`config.mk`:
```
export PLATFORM = sky130hd
export DESIGN_NAME = mem_arbiter
export DESIGN_NICKNAME = d
export VERILOG_FILES = /design/src/rtl/lc3b_types.sv /design/src/rtl/mem_arbiter.sv
export SDC_FILE = /design/constraint.sdc
export NUM_CORES = 1
export LEC_CHECK = 0
export BUFFER_PORTS_ARGS = -buffer_cell sky130_fd_sc_hd__buf_2
export CAP_MARGIN = 20
export CORE_MARGIN = 1.5
export CORE_UTILIZATION = 29
export CTS_CLUSTER_DIAMETER = 50
export DETAILED_ROUTE_END_ITERATION = 6
export PLACE_DENSITY_LB_ADDON = 0.25
export RECOVER_POWER = 25
export SLEW_MARGIN = 25
export SYNTH_ARGS = -nofsm -noshare
export SYNTH_HDL_FRONTEND = slang
export SYNTH_SLANG_ARGS = --single-unit
```
`constraint.sdc`:
```
create_clock -name clk -period 3.4 [get_ports clk]
set_input_delay 0.68 -clock clk [delete_from_list [all_inputs] [get_ports clk]]
set_output_delay 0.68 -clock clk [all_outputs]
set_load 0.005 [all_outputs]
```
`src/rtl/lc3b_types.sv`:
```
// Shared LC-3b types for the memory-side blocks.
// Word type and the memory arbiter state encoding.
package lc3b_types;

  typedef logic [15:0] lc3b_word;

  typedef enum logic [1:0] {
    IDLE,
    I_BUSY,
    D_BUSY
  } lc3b_arb_state;

endpackage

```
`src/rtl/mem_arbiter.sv`:
```
// Shares one memory port between instruction fetch and data access.
// Data wins by default; a pending fetch is forced in after STARVE_LIMIT data grants.
module mem_arbiter
  import lc3b_types::*;
#(
  parameter int STARVE_LIMIT = 4
) (
  input  logic       clk,
  input  logic       rst,
  input  logic       i_read,
  input  lc3b_word   i_addr,
  output logic       i_resp,
  input  logic       d_read,
  input  logic       d_write,
  input  lc3b_word   d_addr,
  input  lc3b_word   d_wdata,
  input  logic [1:0] d_wmask,
  output logic       d_resp,
  output lc3b_word   rdata,
  output logic       mem_read,
  output logic       mem_write,
  output lc3b_word   mem_address,
  output lc3b_word   mem_wdata,
  output logic [1:0] mem_wmask,
  input  lc3b_word   mem_rdata,
  input  logic       mem_resp
);

  localparam int CW = $clog2(STARVE_LIMIT + 1);
  localparam logic [CW-1:0] LIMIT = CW'(STARVE_LIMIT);

  lc3b_arb_state   state;
  lc3b_arb_state   state_n;
  logic [CW-1:0]   starve_cnt;
  logic [CW-1:0]   starve_n;
  logic            d_req;

  assign rdata = mem_rdata;
  assign d_req = d_read | d_write;

  always_ff @(posedge clk) begin
    if (rst) begin
      state      <= IDLE;
      starve_cnt <= '0;
    end else begin
      state      <= state_n;
      starve_cnt <= starve_n;
    end
  end

  always_comb begin
    state_n     = state;
    starve_n    = starve_cnt;
    i_resp      = 1'b0;
    d_resp      = 1'b0;
    mem_read    = 1'b0;
    mem_write   = 1'b0;
    mem_address = '0;
    mem_wdata   = '0;
    mem_wmask   = '0;
    unique case (state)
      IDLE: begin
        if (i_read && (!d_req || starve_cnt == LIMIT)) begin
          state_n  = I_BUSY;
          starve_n = '0;
        end else if (d_req) begin
          state_n = D_BUSY;
          if (i_read && starve_cnt != LIMIT)
            starve_n = starve_cnt + CW'(1);
        end
      end
      I_BUSY: begin
        mem_read    = 1'b1;
        mem_address = i_addr;
        if (mem_resp) begin
          i_resp  = 1'b1;
          state_n = IDLE;
        end
      end
      D_BUSY: begin
        mem_read    = d_read;
        mem_write   = d_write;
        mem_address = d_addr;
        mem_wdata   = d_wdata;
        mem_wmask   = d_wmask;
        if (mem_resp) begin
          d_resp  = 1'b1;
          state_n = IDLE;
        end
      end
      default: state_n = IDLE;
    endcase
    // reset silences the port in the same cycle it is asserted
    if (rst) begin
      i_resp    = 1'b0;
      d_resp    = 1'b0;
      mem_read  = 1'b0;
      mem_write = 1'b0;
    end
  end

endmodule

```
==> results by group <==
Pwr
  – Clock power frac: 21.3%
  – Lkg Pwr: 0.000678 uW
  – Switch share: 35.8%
  – Sequential share of power: 20.2%
  – Switching pwr: 119 uW
  – Pint: 213 uW
  – Max IR drop VDD: 0.168 mV
  – Power share of the combinational group: 58.5%
  – Power Density: 267 nW/um^2

Critical path
  – Reg2Reg Setup Slack: 1640 ps
  – Slowest cell on crit path: ha_1
  – Worst path required time: 2720 ps
  – Top Family by Delay on Critical Path: adder cells
  – Buf+Inv Stages, Crit Path: 3
  – Worst path arrival time: 1810 ps
  – Critical path class: reg2out
  – Crit-path cells: inv_1 > ha_1 > buf_4 > a22oi_1 > nor2b_1 > buf_2
  – CP Launch Type: flop
  – RR Endpoint: state[1]$_SDFFE_PP0P_
  – Worst Setup EP: mem_address[15]
  – Reg2reg path depth: 5
  – Crit end category: output port
  – Crit path max fanout: 20
  – Setup crit start: state[0]$_SDFFE_PP0P_
  – CP peak stage delay: 510 ps
  – Reg-to-reg startpoint: state[0]$_SDFFE_PP0P_
  – CP Depth: 6

STA
  – Final Skew: 0.934 ps
  – Actual slew at the worst max-slew pin: 630 ps
  – RSZ-0062 raised after global routing: false
  – Setup slack after layout: 907 ps
  – Setup Viol. Count Final: 0
  – Final Hold Viols: 0
  – Final worst path period share: 73.3%
  – Fin crit period: 2490 ps
  – Setup TNS: 0 ps
  – Slew HR: 58.0%
  – Slew Viols, Final: 0
  – Fmax: 0.401 GHz

Synth
  – FF+latch count, synth: 5
  – Mux contribution to synthesized area: 1.29%
  – Post-synthesis compound-gate area fraction: 19.4%
  – Largest family of logic cells by synthesized area: simple AND/OR/NAND/NOR gates
  – Adder-cell share of the synthesized area: 7.19%
  – Syn. warnings: 0
  – Sequential-to-total area share from yosys stat: 11.5%
  – Area contributors post-synth: a22oi_1 (14%), buf_4 (14%), and2_1 (13%)
  – Net Count, Synth: 193
  – Post-Synth XOR/XNOR Area: 0%
  – Simple-gate share of the synthesized area: 40.9%
  – Synth Area per Inst: 7.50 sq um
  – Library cells used by synthesis: 26
  – Area of the mapped netlist: 870 sq um
  – Top cell type's share of synthesized area: 13.8%
  – Synth area leader: a22oi_1
  – Mapped Cells: 116

Global route
  – GRT busiest layer: met2
  – Vias in the first global route: 968
  – GRT met3 Usage: 3.79%
  – Initial antenna violation count: 0
  – Met1 usage: 14.4%
  – First-pass GRT wire length: 4050 um
  – Pin count of the biggest net entering global routing: 21
  – GR Util All Layers: 15.2%
  – Met2 track demand over resource: 30.4%
  – GR Overflow Total: 0

Clocking
  – H-tree levels: 1
  – Clk_lat worst skew: 240 ps
  – CTS buffer count: 3
  – Root buffer cell: clkbuf_4
  – Post CTS Setup Buffer Count: 0
  – Clock Path Buffers: 2
  – CTS tree: yes
  – CTS Hold Bufs: 0
  – Clock transition at path regs: 40 ps
  – Post-CTS sizing: 0
  – # clock sinks: 5

Place
  – Dpl cell area: 1220 sq um
  – Final GP Congestion: 0.753
  – DP HPWL: 2190 um
  – Place WS: 1120 ps
  – Placed cells: 217
  – IO buf count: 93

Detailed routing
  – Avg Vias per Cell: 4.65
  – Drt first pass iters: 7
  – Number of DRC markers in iteration 0: 81
  – Residual DRC: 10
  – Post-route ant nets: 0
  – WL final: 2690 um
  – Routed len/inst: 12.2 um
  – Routed via count: 1028

Cells and area
  – Area growth, synth to finish: 43.2%
  – Final non-filler cell total: 221
  – # nets final: 268
  – Design Area, Final: 1240 sq um
  – Diode count: 0
  – Share of cells above drive strength 1: 52.6%

Run status
  – Failing checks: DRC
  – Outcome: finished with violations

Floorplanning
  – Starting Density: 31.0%
  – Die area: 3340 sq um
  – Total core area: 2810 sq um
  – Die Ht: 57.8 um
  – Die Wd: 57.8 um
  – Std cell rows: 19
  – IO Pins: 126

Flow run
  – Max-cap violations: 0

Worst hold path
  – Hold path start: starve_cnt[1]$_SDFFE_PP0P_
  – Worst min path class: reg2reg
-- Yosys cell counts --
| library cell | instances |
|---|---|
| a21oi_1 | 3 |
| a22oi_1 | 16 |
| a2bb2oi_2 | 1 |
| a31oi_1 | 1 |
| and2_1 | 18 |
| and3b_1 | 2 |
| buf_2 | 5 |
| buf_4 | 16 |
| clkbuf_1 | 3 |
| dfxtp_1 | 5 |
| ha_1 | 5 |
| inv_1 | 4 |
| mux2_1 | 1 |
| nand2_1 | 5 |
| nand2b_1 | 1 |
| nand3b_1 | 1 |
| nand4_1 | 2 |
| nand4bb_1 | 1 |
| nor2_1 | 3 |
| nor2b_1 | 17 |
| nor2b_4 | 1 |
| nor3_1 | 1 |
| nor3b_1 | 1 |
| nor4b_2 | 1 |
| o22ai_2 | 1 |
| or4b_1 | 1 |
-- worst min path at each step --
| stage | end | slack, ps | cells past startpoint |
|---|---|---|---|
| 5_1_grt | starve_cnt[1]$_SDFFE_PP0P_ | 530 | 2 |
| 6_report | starve_cnt[1]$_SDFFE_PP0P_ | 480 | 2 |
| 4_1_cts | starve_cnt[1]$_SDFFE_PP0P_ | 480 | 2 |
| 3_3_place_gp | starve_cnt[1]$_SDFFE_PP0P_ | 460 | 2 |
| 3_5_place_dp | starve_cnt[1]$_SDFFE_PP0P_ | 470 | 2 |
| 2_1_floorplan | starve_cnt[1]$_SDFFE_PP0P_ | 450 | 2 |
-- cell usage in the layout (no fill, tap or decap), drive strengths merged, types with 2 or more instances in the layout --
cell	count
nor2	3
and3b	2
clkbuf	4
buf	94
dfxtp	5
a21oi	3
nand4	2
inv	4
ha	5
and2	18
nand2	5
a22oi	16
nor2b	18
-- area by class of cell --
cell class	instances	area, sq um
repair buffers	94	473
clock buffers	4	26.3
fillers	285	1560
inverters	4	15.0
flip-flops and latches	5	100
well taps	31	38.8
multi-input cells	83	592
-- through the flow --
step / util (%) / power [uW] / hold slack [ps]
finish: 44.4 / 332 / 477
global route: 44.4 / 363 / 528
CTS: 44.6 / 340 / 479
detailed placement: 43.7 / 266 / 474
global placement: 43.7 / 261 / 465
floorplan: - / 198 / 449
-- power by group through the flow --
stage	combinational (uW)	clock, uW	sequential [uW]
after global placement	193	0	68.0
final	194	70.6	67.2
after CTS	198	74.5	67.4
after floorplan	131	0	67.5
after global routing	217	77.9	67.9
after detailed placement	198	0	68.5
-- cells by family after synthesis --
kind of cell | after synthesis
mux | 1
flops | 5
simple gates | 55
fa+ha+maj | 5
buf+inv | 28
compound gates | 22
-- routing by layer --
metal | share of wire [%] | vias to the layer above | wire length (um)
li1 | - | 529 | -
met1 | 36 | 443 | 956
met2 | 54 | 54 | 1440
met3 | 10 | 2 | 268
met4 | 0.71 | 0 | 19
met5 | 0 | - | 0
-- state kept, by name, summed over array words and instances (netlist names) --
signal      count
state           2
starve_cnt      3
-- worst reg2reg max path: cells and delay by family (launching register included) --
family,cells,cell delay [ps]
and+or+nand+nor,2,720
AOI/OAI and AO/OA,1,100
adders and majority gates,1,480
DFF,1,320
buffers and inverters,1,70
Note: power is estimated with default switching activity, not from simulation.
